$ cat src/rtl/dispatch_unit.sv
// dispatch_unit: in-order dispatch queue that allocates ROB tags, LSQ ids and RS slots, up to WIDTH uops per cycle.
// Optional feature macro DISPATCH_RS_BYPASS_EN: uops flagged no_rs skip the RS and do not consume rs_free.
module dispatch_unit #(
  parameter int unsigned WIDTH    = 2,
  parameter int unsigned QDEPTH   = 4,
  parameter int unsigned ROB_SIZE = 16,
  parameter int unsigned LSQ_SIZE = 8,
  parameter int unsigned RS_SIZE  = 8,
  parameter int unsigned UOP_W    = 64
) (
  input  logic                                clk,
  input  logic                                reset,
  input  logic                                in_valid,
  output logic                                in_ready,
  input  logic [UOP_W-1:0]                    in_uop,
  input  logic                                in_is_mem,
  input  logic                                in_no_rs,
  input  logic [$clog2(WIDTH+1)-1:0]          rob_retire,
  input  logic [$clog2(WIDTH+1)-1:0]          lsq_retire,
  input  logic [$clog2(RS_SIZE+1)-1:0]        rs_free,
  input  logic                                flush,
  output logic [WIDTH-1:0]                    disp_valid,
  output logic [WIDTH*UOP_W-1:0]              disp_uop,
  output logic [WIDTH*$clog2(ROB_SIZE+1)-1:0] disp_rob_tag,
  output logic [WIDTH*$clog2(LSQ_SIZE+1)-1:0] disp_lsq_id,
  output logic [WIDTH-1:0]                    disp_rs_req,
  output logic [$clog2(ROB_SIZE+1)-1:0]       rob_count,
  output logic [$clog2(LSQ_SIZE+1)-1:0]       lsq_count,
  output logic                                rob_full,
  output logic                                lsq_full
);
  localparam int unsigned TAG_W  = $clog2(ROB_SIZE+1);
  localparam int unsigned LID_W  = $clog2(LSQ_SIZE+1);
  localparam int unsigned QPTR_W = (QDEPTH > 1) ? $clog2(QDEPTH) : 1;
  localparam int unsigned QCNT_W = $clog2(QDEPTH+1);

  logic [UOP_W-1:0]  r_q_uop [QDEPTH];
  logic [QDEPTH-1:0] r_q_mem;
  logic [QPTR_W-1:0] r_q_head;
  logic [QPTR_W-1:0] r_q_wptr;
  logic [QCNT_W-1:0] r_q_count;
  logic [TAG_W-1:0]  r_rob_count;
  logic [TAG_W-1:0]  r_rob_tail;
  logic [LID_W-1:0]  r_lsq_count;
  logic [LID_W-1:0]  r_lsq_tail;
  logic              r_rob_full;
  logic              r_lsq_full;

  logic              w_push;
  int                w_n_disp;
  int                w_n_mem;
  logic [TAG_W-1:0]  w_rob_count_nxt;
  logic [LID_W-1:0]  w_lsq_count_nxt;

`ifdef DISPATCH_RS_BYPASS_EN
  logic [QDEPTH-1:0] r_q_no_rs;

  always_ff @(posedge clk) begin
    if (w_push) r_q_no_rs[r_q_wptr] <= in_no_rs;
  end
`else
  logic w_unused_no_rs;
  assign w_unused_no_rs = in_no_rs;
`endif

  assign in_ready        = (int'(r_q_count) < int'(QDEPTH)) && !flush;
  assign w_push          = in_valid && in_ready;
  assign w_rob_count_nxt = TAG_W'(int'(r_rob_count) + w_n_disp - int'(rob_retire));
  assign w_lsq_count_nxt = LID_W'(int'(r_lsq_count) + w_n_mem - int'(lsq_retire));

  // Walk from the queue head in order; the first slot lacking an entry, ROB, LSQ or RS room ends dispatch.
  always_comb begin
    int                w_lsq_need;
    int                w_rs_need;
    int                w_slot_rs;
    logic              w_stop;
    logic [QPTR_W-1:0] w_idx;
    disp_valid   = '0;
    disp_uop     = '0;
    disp_rob_tag = '0;
    disp_lsq_id  = '0;
    disp_rs_req  = '0;
    w_n_disp     = 0;
    w_n_mem      = 0;
    w_lsq_need   = 0;
    w_rs_need    = 0;
    w_slot_rs    = 0;
    w_stop       = flush;
    w_idx        = '0;
    for (int k = 0; k < int'(WIDTH); k++) begin
      w_idx = QPTR_W'((int'(r_q_head) + k) % int'(QDEPTH));
`ifdef DISPATCH_RS_BYPASS_EN
      w_slot_rs = r_q_no_rs[w_idx] ? 0 : 1;
`else
      w_slot_rs = 1;
`endif
      disp_rob_tag[k*TAG_W +: TAG_W] = TAG_W'(((int'(r_rob_tail) - 1 + k) % int'(ROB_SIZE)) + 1);
      if (!w_stop && (k < int'(r_q_count))
          && (int'(r_rob_count) + k + 1 <= int'(ROB_SIZE))
          && (w_lsq_need + int'(r_q_mem[w_idx]) <= int'(LSQ_SIZE) - int'(r_lsq_count))
          && (w_rs_need + w_slot_rs <= int'(rs_free))) begin
        disp_valid[k]                 = 1'b1;
        disp_uop[k*UOP_W +: UOP_W]    = r_q_uop[w_idx];
        disp_rs_req[k]                = (w_slot_rs != 0);
        if (r_q_mem[w_idx]) begin
          disp_lsq_id[k*LID_W +: LID_W] = LID_W'(((int'(r_lsq_tail) - 1 + w_lsq_need) % int'(LSQ_SIZE)) + 1);
          w_lsq_need = w_lsq_need + 1;
        end
        w_rs_need = w_rs_need + w_slot_rs;
        w_n_disp  = w_n_disp + 1;
      end else begin
        w_stop = 1'b1;
      end
    end
    w_n_mem = w_lsq_need;
  end

  // Payload storage needs no reset: r_q_count alone says which entries are live.
  always_ff @(posedge clk) begin
    if (w_push) begin
      r_q_uop[r_q_wptr] <= in_uop;
      r_q_mem[r_q_wptr] <= in_is_mem;
    end
  end

  always_ff @(posedge clk or posedge reset) begin
    if (reset) begin
      r_q_head    <= '0;
      r_q_wptr    <= '0;
      r_q_count   <= '0;
      r_rob_count <= '0;
      r_lsq_count <= '0;
      r_rob_tail  <= TAG_W'(1);
      r_lsq_tail  <= LID_W'(1);
      r_rob_full  <= 1'b0;
      r_lsq_full  <= 1'b0;
    end else if (flush) begin
      r_q_head    <= '0;
      r_q_wptr    <= '0;
      r_q_count   <= '0;
      r_rob_count <= '0;
      r_lsq_count <= '0;
      r_rob_tail  <= TAG_W'(1);
      r_lsq_tail  <= LID_W'(1);
      r_rob_full  <= 1'b0;
      r_lsq_full  <= 1'b0;
    end else begin
      r_q_head    <= QPTR_W'((int'(r_q_head) + w_n_disp) % int'(QDEPTH));
      r_q_wptr    <= w_push ? QPTR_W'((int'(r_q_wptr) + 1) % int'(QDEPTH)) : r_q_wptr;
      r_q_count   <= QCNT_W'(int'(r_q_count) + int'(w_push) - w_n_disp);
      r_rob_count <= w_rob_count_nxt;
      r_lsq_count <= w_lsq_count_nxt;
      r_rob_tail  <= TAG_W'(((int'(r_rob_tail) - 1 + w_n_disp) % int'(ROB_SIZE)) + 1);
      r_lsq_tail  <= LID_W'(((int'(r_lsq_tail) - 1 + w_n_mem) % int'(LSQ_SIZE)) + 1);
      r_rob_full  <= (int'(w_rob_count_nxt) == int'(ROB_SIZE));
      r_lsq_full  <= (int'(w_lsq_count_nxt) == int'(LSQ_SIZE));
    end
  end

  assign rob_count = r_rob_count;
  assign lsq_count = r_lsq_count;
  assign rob_full  = r_rob_full;
  assign lsq_full  = r_lsq_full;

  // Retiring more than is allocated means upstream bookkeeping is broken.
  a_rob_retire: assert property (@(posedge clk) disable iff (reset) int'(rob_retire) <= int'(r_rob_count));
  a_lsq_retire: assert property (@(posedge clk) disable iff (reset) int'(lsq_retire) <= int'(r_lsq_count));

endmodule

$ cat config.mk
export PLATFORM = sky130hd
export DESIGN_NAME = dispatch_unit
export DESIGN_NICKNAME = d
export VERILOG_FILES = /design/src/rtl/dispatch_unit.sv
export SDC_FILE = /design/constraint.sdc
export NUM_CORES = 1
export LEC_CHECK = 0
export CORE_ASPECT_RATIO = 0.7
export CORE_UTILIZATION = 35
export DETAILED_ROUTE_END_ITERATION = 10
export GPL_ROUTABILITY_DRIVEN = 0
export GPL_TIMING_DRIVEN = 0
export PLACE_DENSITY = 0.57
export REMOVE_ABC_BUFFERS = 1
export SLEW_MARGIN = 20
export SYNTH_ARGS = -nofsm -noshare
export SYNTH_HDL_FRONTEND = slang
export SYNTH_SLANG_ARGS = --single-unit
$ cat constraint.sdc
create_clock -name clk -period 6.3 [get_ports clk]
set_clock_uncertainty 0.15 [all_clocks]
set_input_delay 1.26 -clock clk [delete_from_list [all_inputs] [get_ports clk]]
set_output_delay 1.26 -clock clk [all_outputs]
set_load 0.005 [all_outputs]
==> impl_summary.log <==
INFO  metric power_frac_clock = 26.9%
INFO  metric final.min_clock_period = 6150 ps
INFO  metric seq_power_share = 36.8%
INFO  metric p_comb_share = 36.4%
INFO  metric grt-ovfl-total = 0
INFO  metric ys.flop_type = edfxtp_1
INFO  metric grt_antenna_before_repair = 3
INFO  metric outcome = finished clean
INFO  metric full_die_area = 42100 um^2
INFO  metric dieWidth = 245 um
INFO  metric start_util = 36.0%
INFO  metric detail_route.first_pass.iterations = 4
INFO  metric worst-path-max-fanout = 13
INFO  metric seq_area_frac_synth = 58.8%
INFO  metric die_h = 172 um
INFO  metric crit_required = 4890 ps
INFO  metric count_of_unique_library_cells_instantiated_by_yosys = 52
INFO  metric placementRows = 61
INFO  metric power-per-cell-area = 337 nW/um^2
INFO  metric cts.htree.levels = 1
INFO  metric tritoncts_num_sinks = 287
INFO  metric post-route-drc-count = 0
INFO  metric postSynthRegisterBits = 287
INFO  metric netlist_top_cells_area = edfxtp_1 54%, mux4_2 20%, dfrtp_1 4.3%, ha_1 3.8%, and3_1 3.2%
INFO  metric synth_edf_count = 260
INFO  metric tritoncts = done
INFO  metric hp-class = reg -> reg
INFO  metric synth.cell_area = 14400 um^2
INFO  metric power_leakage = 7.02 nW
INFO  metric net_count_final = 1256
INFO  metric finalWirelength = 35900 um
INFO  metric worst_slew_pin_slew = 699 ps
INFO  metric synth_largest_type_area_fraction = 54.1%
INFO  metric antenna_left = 0
INFO  metric critPathKind = reg -> out
INFO  metric buffer_ports.inserted = 238
INFO  metric grt_first_pass_wirelength = 53700 um
INFO  metric synth_top_family_by_area = multiplexers
INFO  metric drt-initial-drc-count = 521
INFO  metric area_delta_synth_final = 32.9%
INFO  metric worst_ep_arrival_time = 4740 ps
INFO  metric num_io_pins = 240
INFO  metric net_switching_component_of_the_power = 1.93 mW
INFO  metric mean_number_of_vias_per_cell = 5.18
INFO  metric yosysWarnings = 0
INFO  metric ctsRootBufferMaster = clkbuf_16
INFO  metric largest_net_degree_at_the_start_of_global_routing = 57
INFO  metric yosys.area.top_type = edfxtp_1
INFO  metric fillers = 3444
INFO  metric post_synth.cell_area_avg = 16.6 um^2
INFO  metric dp.final_hpwl = 23100 um
INFO  metric crit_path_start_kind = flip-flop
INFO  metric post_synth_xor_area_fraction = 2.17%
INFO  metric final_max_slew_viol_count = 0
INFO  metric cts_max_path_buffers = 3
INFO  metric cts_made_buffers = 30
INFO  metric synthesis.instances = 872
INFO  metric timing.final.crit_share = 97.6%
INFO  metric p_int = 4.53 mW
INFO  metric adder_and_majority_cell_fraction_of_the_synthesized_area = 4.78%
INFO  metric most_frequent_cells_in_the_layout = 260 x edfxtp_1, 214 x clkdlybuf4s50_1, 130 x mux4_2
INFO  metric worst_setup_hold_path_clk_slew = 60 ps
INFO  metric hold_fails_final_rpt = 0
INFO  metric sw_frac_of_total = 29.8%
INFO  metric yosys-mux-area-fraction = 20.4%
INFO  metric core_region_area = 40100 um^2
INFO  metric ys_async_sr_fraction = 9.41%
INFO  metric setup_viol_count_final = 0
INFO  metric whs = 486 ps
INFO  metric clock_latency = 560 ps
INFO  metric grtUsageTotal = 16.9%
INFO  metric max-cap-violations = 0
INFO  metric via_count_of_the_first_global_routing_pass = 8878
INFO  metric vias = 8738
INFO  metric drive_gt1_share = 22.8%
INFO  metric clock.fmax = 0.163 GHz
INFO  metric max-slew-margin-rel = 53.3%
INFO  metric simple_gate_fraction_of_synth_area = 8.93%
INFO  metric rsz0062_at_grt = true
INFO  metric ir_worst_vdd = 0.184 mV
INFO  metric most_common_cell_after_layout_fill_and_taps_aside = edfxtp_1
INFO  metric post-place-ws = -1080 ps
INFO  metric postLayoutSetupSlackWorst = 151 ps
INFO  metric final-instance-count-excl-fill = 1688
INFO  metric cp-end-kind = output pin
INFO  metric wire_per_inst = 21.3 um
INFO  metric synth-compound-area-share = 1.98%
INFO  metric place_inst = 1604
==> final timing paths <==
check                            start            end  slack (ps)  depth (start not counted)
setup / recovery           r_q_head[0]  disp_uop[105]         150                         20
hold reg to reg            r_q_wptr[1]    r_q_wptr[1]         490                          2
setup reg to reg           r_q_head[0]       rob_full         340                         29
max in group asynchronous        reset    r_q_head[0]        4530                          2
min in group asynchronous        reset    r_q_wptr[0]         960                          2
hold / removal             r_q_wptr[1]    r_q_wptr[1]         490                          2
==> kinds of logic (layout without fill, tap and decap cells) <==
family | Yosys count | in the layout
DFF | 287 | 287
and+or+nand+nor | 221 | 221
muxes | 132 | 132
buffers and inverters | 108 | 387
adders and majority gates | 51 | 51
AOI/OAI and AO/OA | 39 | 39
xor gates and xnor gates | 34 | 34
other | 0 | 2
==> power groups by stage <==
| stage | Clock (mW) | Combinational (mW) | Sequential, mW |
|---|---|---|---|
| 6_report | 1.74 | 2.35 | 2.37 |
| 5_1_grt | 1.86 | 2.58 | 2.39 |
| 4_1_cts | 1.78 | 2.34 | 2.37 |
| 3_5_place_dp | 0 | 2.11 | 2.44 |
| 3_3_place_gp | 0 | 2.05 | 2.59 |
| 2_1_floorplan | 0 | 1.28 | 2.49 |
==> per-stage QoR <==
step / area, um^2 / utilization, % / total power [mW] / TNS [ps]
2_1_floorplan: 14200 / - / 3.77 / -851270
3_3_place_gp: 17200 / 43.0 / 4.64 / -1933290
3_5_place_dp: 17700 / 44.1 / 4.54 / -42630
4_1_cts: 19000 / 47.4 / 6.49 / 0
5_1_grt: 19200 / 47.8 / 6.83 / -186
6_report: 19200 / 47.8 / 6.46 / 0
==> cell type report <==
type | instances | area [um^2] | share of cell area [%]
antenna | 2 | 5.00 | 0.0261
clock buffer | 40 | 840 | 4.38
clock inverter | 16 | 135 | 0.704
inverter | 48 | 180 | 0.939
multi-input combinational | 477 | 5660 | 29.5
sequential | 287 | 8490 | 44.3
tap | 535 | 669 | 3.49
timing repair buffer | 283 | 3200 | 16.7
==> state kept, by name, summed over array words and instances, names as in the netlist, 2 cells and up <==
register / cells
r_q_uop: 256
r_rob_tail: 5
rob_count: 5
lsq_count: 4
r_lsq_tail: 4
r_q_mem: 4
r_q_count: 3
r_q_head: 2
r_q_wptr: 2
==> per-layer routing <==
layer	vias to the layer above	part of all wire (%)	GRT usage [%]	wire length (um)
met5	-	0.084	0	30
met4	4	2.0	3.94	708
met3	45	6.5	4.24	2350
met2	264	45	26.0	16300
met1	4491	46	23.9	16500
li1	3934	-	-	-
==> critical path, cell delays in order, from the launching register on <==
cell and delay [ps]:
dfrtp_4 500, buf_16 150, mux4_2 340, inv_2 50, ha_2 350, nor3_2 50
a211oi_2 230, nand3_2 130, nor2_4 190, buf_16 130, nand2_4 60, nor2_2 150
ha_4 230, a21oi_2 150, a211oi_2 80, a211oi_4 310, buf_6 160, buf_12 110
buf_12 120, and3_1 170, clkdlybuf4s50_1 500
==> Yosys cell counts, types with 8 or more instances <==
master and n:
xor2_1 11, nor2b_1 9, nor2_1 25, dfrtp_1 25
inv_1 46, buf_2 8, nand2_1 17, xnor2_1 21
and2_1 67, mux4_2 130, edfxtp_1 260, ha_1 44
clkbuf_1 44, a21oi_1 12, nor3_1 9, and3_1 73
==> timing repair <==
action                     CTS  global route
hold endpoints to repair     0             0
setup endpoints to repair   90            66
gates resized for setup     13            37
gates cloned                 4             0
buffers inserted            18             4
pin swaps                    5             5
hold buffers                 0             0
Power figures use the tool's default switching activity.
